$ cat config.mk
export PLATFORM = sky130hd
export DESIGN_NAME = fetch_unit
export DESIGN_NICKNAME = d
export VERILOG_FILES = /design/src/rtl/fetch_unit.sv
export SDC_FILE = /design/constraint.sdc
export NUM_CORES = 1
export LEC_CHECK = 0
export ABC_AREA = 1
export CAP_MARGIN = 10
export CORE_AREA = 10 10 142 144
export CTS_BUF_LIST = sky130_fd_sc_hd__clkbuf_8
export DETAILED_ROUTE_END_ITERATION = 8
export DIE_AREA = 0 0 152 154
export MAX_ROUTING_LAYER = met4
export PLACE_DENSITY = 0.76
export SETUP_SLACK_MARGIN = 0.5
export SLEW_MARGIN = 20
export SYNTH_ARGS = -nofsm -noshare
export SYNTH_HDL_FRONTEND = slang
export SYNTH_SLANG_ARGS = --single-unit
$ cat constraint.sdc
create_clock -name clk -period 1.4 [get_ports clk]
set_clock_uncertainty 0.05 [all_clocks]
set_input_delay 0.21 -clock clk [delete_from_list [all_inputs] [get_ports clk]]
set_output_delay 0.21 -clock clk [all_outputs]
set_load 0.1 [all_outputs]
$ cat src/rtl/fetch_unit.sv
// Fetch stage: owns the PC, captures the ROM word into a one-entry IR and offers it
// to decode with a valid/ready handshake; execute can redirect the PC at any time.
//
// state | meaning
// FETCH | IR empty; capture imem_data at pc on the next unstalled edge
// HOLD  | IR valid; wait for decode to accept it
module fetch_unit #(
  parameter int ADDR_WIDTH = 32,
  parameter int DATA_WIDTH = 32,
  parameter logic [ADDR_WIDTH-1:0] RESET_PC = '0,
  parameter int PC_STEP = 4
) (
  input  logic                  clk,
  input  logic                  rst_n,
  output logic [ADDR_WIDTH-1:0] imem_addr,
  input  logic [DATA_WIDTH-1:0] imem_data,
  input  logic                  stall,
  input  logic                  redirect_valid,
  input  logic [ADDR_WIDTH-1:0] redirect_pc,
  output logic                  ir_valid,
  input  logic                  ir_ready,
  output logic [DATA_WIDTH-1:0] ir_out,
  output logic [ADDR_WIDTH-1:0] ir_pc,
  output logic [ADDR_WIDTH-1:0] ir_pc_next,
  output logic [31:0]           fetch_count
);

  localparam logic [0:0] FETCH = 1'b0;
  localparam logic [0:0] HOLD  = 1'b1;

  logic [0:0]            state;
  logic [ADDR_WIDTH-1:0] pc;
  logic [ADDR_WIDTH-1:0] pc_inc;
  logic [ADDR_WIDTH-1:0] redirect_aligned;

  assign pc_inc           = pc + ADDR_WIDTH'(PC_STEP);
  assign redirect_aligned = redirect_pc & ~(ADDR_WIDTH'(3));
  assign imem_addr        = pc;
  // Valid is decoded from the registered state so reset clears it asynchronously.
  assign ir_valid         = (state == HOLD);

  always_ff @(posedge clk or negedge rst_n) begin
    if (!rst_n) begin
      state       <= FETCH;
      pc          <= RESET_PC;
      ir_out      <= '0;
      ir_pc       <= '0;
      ir_pc_next  <= '0;
      fetch_count <= '0;
    end else if (redirect_valid) begin
      // Flush: stale IR contents stay put, decode qualifies them with ir_valid.
      state <= FETCH;
      pc    <= redirect_aligned;
    end else begin
      case (state)
        FETCH: begin
          if (!stall) begin
            ir_out     <= imem_data;
            ir_pc      <= pc;
            ir_pc_next <= pc_inc;
            pc         <= pc_inc;
            state      <= HOLD;
          end
        end
        HOLD: begin
          if (ir_ready) begin
            fetch_count <= fetch_count + 32'd1;
            state       <= FETCH;
          end
        end
        default: state <= FETCH;
      endcase
    end
  end

endmodule

==> metrics, run 1 <==
HPWL after DPL 21,400 µm; Die Wd 152 µm; PortBufs 221; type of the worst endpoint after the last repair register input; most frequent cell after synthesis nand2_1; biggest area consumer among synthesized cells dfrtp_1; netlist area before placement 0.00747 mm²; run status aborted with a tool error; share of flip-flops with an asynchronous set or reset 100%; synth warn 0; CTS H-tree lvls 4; count of flip-flops with a built-in enable after synthesis 0; run-stopping error [ERROR DPL-0038] Utilization greater than 100%, impossible to legalize; share of the synthesized area in the top cell type 51.9%; distinct cell type count of the synthesized netlist 30; Clk Tree Root Cell clkbuf_8; row count 48; Worst Endpoint after GRT Repair ir_pc_next[12]$_DFFE_PN0P_/D; final estimated routing congestion in global placement 0.898; predominant post-synthesis flop cell dfrtp_1; Post-Synthesis Cells 986; TritonCTS buffer count 17; Initial Util 43.5%; sequential element share of the synthesized area 51.9%; number of ports placed on the die boundary 230; # clock sinks 155; synthesized area per cell 7.58 µm²; Synth top cells by count 466 x nand2_1, 155 x dfrtp_1, 86 x inv_1; number of buffers on the longest clock path 2; pin count of the biggest net entering global routing 50; stage where the run ended 5_1_grt; leading cell types by total area after synthesis dfrtp_1 52%, nand2_1 23%, inv_1 4.3%, nor2_1 4.0%, o21ai_0 3.0%; post-synthesis sequential element count 155; overall die height 154 µm
per-stage QoR:
stage	cells	cell area, µm²	worst slack, ns	util [%]
CTS	1642	15500	-0.215	90.2
detailed placement	1493	13100	-0.351	76.5
global placement	1493	13100	-0.246	76.5
floorplan	991	8560	-0.277	-
cell families after synthesis:
family	share of synthesized area [%]
and+or+nand+nor	33.0
other	0.0502
AOI/OAI and AO/OA	4.49
buffers and inverters	6.90
DFF	51.9
xor gates and xnor gates	3.28
adders and majority gates	0.335
repair_timing:
action / CTS
hold buffers: 1
cloned: 21
buffers inserted: 96
endpoints found under the setup margin: 310
hold endpoints to repair: 155
resized for setup: 229
pin swaps: 62
==> run 2, diff against run 1 <==
Settings changed: CORE_AREA 10 10 142 144 to 10 10 169 171, CTS_BUF_LIST sky130_fd_sc_hd__clkbuf_8 to default, DIE_AREA 0 0 152 154 to 0 0 179 181, MAX_ROUTING_LAYER met4 to default, PLACE_DENSITY 0.76 to default, PLACE_DENSITY_LB_ADDON from default to 0.15, SETUP_SLACK_MARGIN 0.5 to default.
Clock period 1.4 ns to 1.8 ns, I/O delays scaled along.
==> run 2 against run 1 <==
Effect of this change:
- the flow now finishes without violations
- synthesized cell count unchanged
- synthesized area stayed put
==> metrics, run 2 <==
run status finished, final reports clean; final std cells w/o fill 1,582; worst setup path category flip-flop to flip-flop; slowest cell delay on critical path 0.44 ns; synthesis-to-finish area growth 69.7%; crit path launch imem_addr[15]; capturing element type of the critical path flip-flop; post-place instance area 0.0120 mm² (-9.0%); predominant post-synthesis flop cell dfrtp_1; Clk Tree Root Cell clkbuf_16; Max Clock Freq 583 MHz; DRC errors left 0; share of flip-flops with an asynchronous set or reset 100% (unchanged); count of flip-flops with a built-in enable after synthesis 0 (unchanged); Initial Util 29.9% (-14 points); HPWL after DPL 19,200 µm (-10%); clock input transition at the sequential cells of the worst setup and hold paths 0.07 ns; critical path cell sequence nand2_1, nor2_1, nand2_1, nor2_4, nand2_1, nand2_1, nand2_1, nand2_1, nand2_1; via count 6,914; Floorplan Core Area 0.0250 mm²; GRT Residual Overflow 0; sequential element share of the synthesized area 51.9% (unchanged); wire length of the first global-routing pass 40,000 µm; most frequent cell after synthesis nand2_1; via count of the first global-routing pass 7,167; clock network power share 23.9%; final estimated routing congestion in global placement 0.817 (-9.0%); data required time of the worst path 2.05 ns; CP Data Arrival Time 1.97 ns; violation count after the first detailed-routing iteration 385; number of hold violations in the final report 0; final cycle utilization of the critical path 95.2%; biggest area consumer among synthesized cells dfrtp_1; GRT Util Overall 15.6%; Crit path max-delay family simple AND/OR/NAND/NOR gates; Pwr Density 1250 mW/mm²; Die Wd 179 µm (+18%); most frequent cells in the layout 466 x nand2_1, 166 x buf_12, 98 x dfrtp_1; static leakage 5.92 nW; Reg-to-Reg Start imem_addr[15]; Post-DRT Antenna Nets 0; final instance area 0.0127 mm²; leading cell type in the layout, fill and taps excluded nand2_1; total net switching power 7.12 mW; number of nets in the finished design 1,310; # clock sinks 155 (unchanged); CP most frequent cell nand2_1; row count 58 (+21%); Sequential Power Share 29.4%; peak supply drop 663 µV; power after layout 15.9 mW; number of iterations in the first detailed-routing pass 5; Total Die Area 0.0324 mm²; final max-slew violation count 0; final setup violating endpoints 0; Crit Path Max Fanout 5; clock period minus final worst setup slack 1.71 ns; Routed Wire Length 25,000 µm; detailed-route wire length per cell 15.8 µm; clock tree from TritonCTS yes; number of placed instances, taps included 1,544 (+3.4%); number of buffers on the longest clock path 2 (unchanged); CTS H-tree lvls 4 (unchanged); number of maximum-capacitance violations 0; share of the synthesized area in the top cell type 51.9% (unchanged); leading cell types by total area after synthesis dfrtp_1 52%, nand2_1 23%, inv_1 4.3%, nor2_1 4.0%, o21ai_0 3.0%; distinct cell type count of the synthesized netlist 30 (unchanged); netlist area before placement 0.00747 mm² (unchanged); Worst Min Path Start redirect_valid; leading registers by flop count fetch_count x32, ir_out x32; setup repair after global routing missed its margin false; setup tns final 0 ns; PortBufs 221 (unchanged); overall die height 181 µm (+18%); source-to-sink clock delay at the later pin of the worst-skew pair 0.42 ns; via density per instance 4.37; number of diodes added for antenna fixing 0; critical path startpoint category flip-flop; proportion of layout cells with a drive suffix above 1 25.2%; pin count of the biggest net entering global routing 42; number of ports placed on the die boundary 230 (unchanged); total buffers and inverters traversed by the critical path 0; Synth top cells by count 466 x nand2_1, 155 x dfrtp_1, 86 x inv_1; number of antenna violations at the first check in global routing 2; switching power as a share of total power 44.8%; post-synthesis sequential element count 155 (unchanged); Internal Power 8.76 mW; worst-path cell with the longest stage delay dfrtp_2; total of fill cells in the finished design 2,370; TritonCTS buffer count 17 (unchanged); HP Class input pin to flip-flop; Post-Synthesis Cells 986 (unchanged); synthesized area per cell 7.58 µm² (unchanged); synth warn 0 (unchanged); part of the total power dissipated in combinational logic 46.7%
## run 2: cell counts after synthesis
Identical to the previous run, type by type.
## run 2: metrics by stage
step,hold WS (ns),setup WS [ns],util [%]
2_1_floorplan,-0.0756,0.0196,-
3_3_place_gp,0.142,0.0265,47.8
3_5_place_dp,0.143,0.0108,47.8
4_1_cts,0.0967,0.0273,50.2
5_1_grt,0.140,0.0106,50.7
6_report,0.110,0.0856,50.7
## run 2: what timing repair did
item                                   CTS  global route
setup endpoints to repair                0            29
gates resized for setup                  0            12
endpoints found under the hold margin   25             0
hold buffers                             1             0
setup buffers                            0             5
## run 2: final cells by class
class,instances,area (µm²),area share (%)
Timing Repair Buffer,262,4210,33.2
Inverter,89,337,2.65
Clock buffer,19,443,3.49
Multi-Input combinational cell,714,3150,24.9
Sequential cell,155,3960,31.2
Tap cell,330,413,3.26
Clock inverter,13,169,1.33
## run 2: logic make-up (layout without fill, tap and decap cells)
| logic type | count (synthesis) | after routing | share of synthesized area [%] |
|---|---|---|---|
| AOI/OAI and AO/OA | 64 | 64 | 4.49 |
| xor gates and xnor gates | 28 | 28 | 3.28 |
| adders and majority gates | 2 | 2 | 0.335 |
| buffers and inverters | 122 | 383 | 6.90 |
| DFF | 155 | 155 | 51.9 |
| other | 1 | 6 | 0.0502 |
| and+or+nand+nor | 614 | 614 | 33.0 |
## run 2: path summary, 6_finish.rpt
check	to	cells after the start	slack, ns
max	imem_addr[25]	9	0.09
min reg2reg	fetch_count[15]	1	0.48
max reg2reg	imem_addr[25]	9	0.09
min in group asynchronous	ir_pc[22]	2	0.27
max in group asynchronous	fetch_count[0]	3	0.83
min	ir_valid	4	0.11
## run 2: power by group through the flow
stage / registers, mW / logic [mW] / clock network, mW
after global routing: 4.74 / 7.72 / 4.07
after global placement: 4.72 / 7.43 / 0
after CTS: 4.68 / 7.47 / 3.90
after detailed placement: 4.73 / 7.46 / 0
final: 4.66 / 7.42 / 3.80
after floorplan: 8.20 / 0.773 / 0
## run 2: worst register-to-register path, delay by kind of cell, from the launching register on
family / cells / cell delay (ns)
AND/OR/NAND/NOR: 9 / 1.10
flip-flops: 1 / 0.44
## run 2: layer usage
layer	GRT usage [%]	vias up	routed length, µm	share of wire, %
li1	-	3505	-	-
met1	19.5	3194	11000	44
met2	24.7	192	11600	46
met3	5.80	19	2090	8.4
met4	3.74	4	255	1.0
met5	0	-	27	0.11
(Power assumes the default switching activity.)
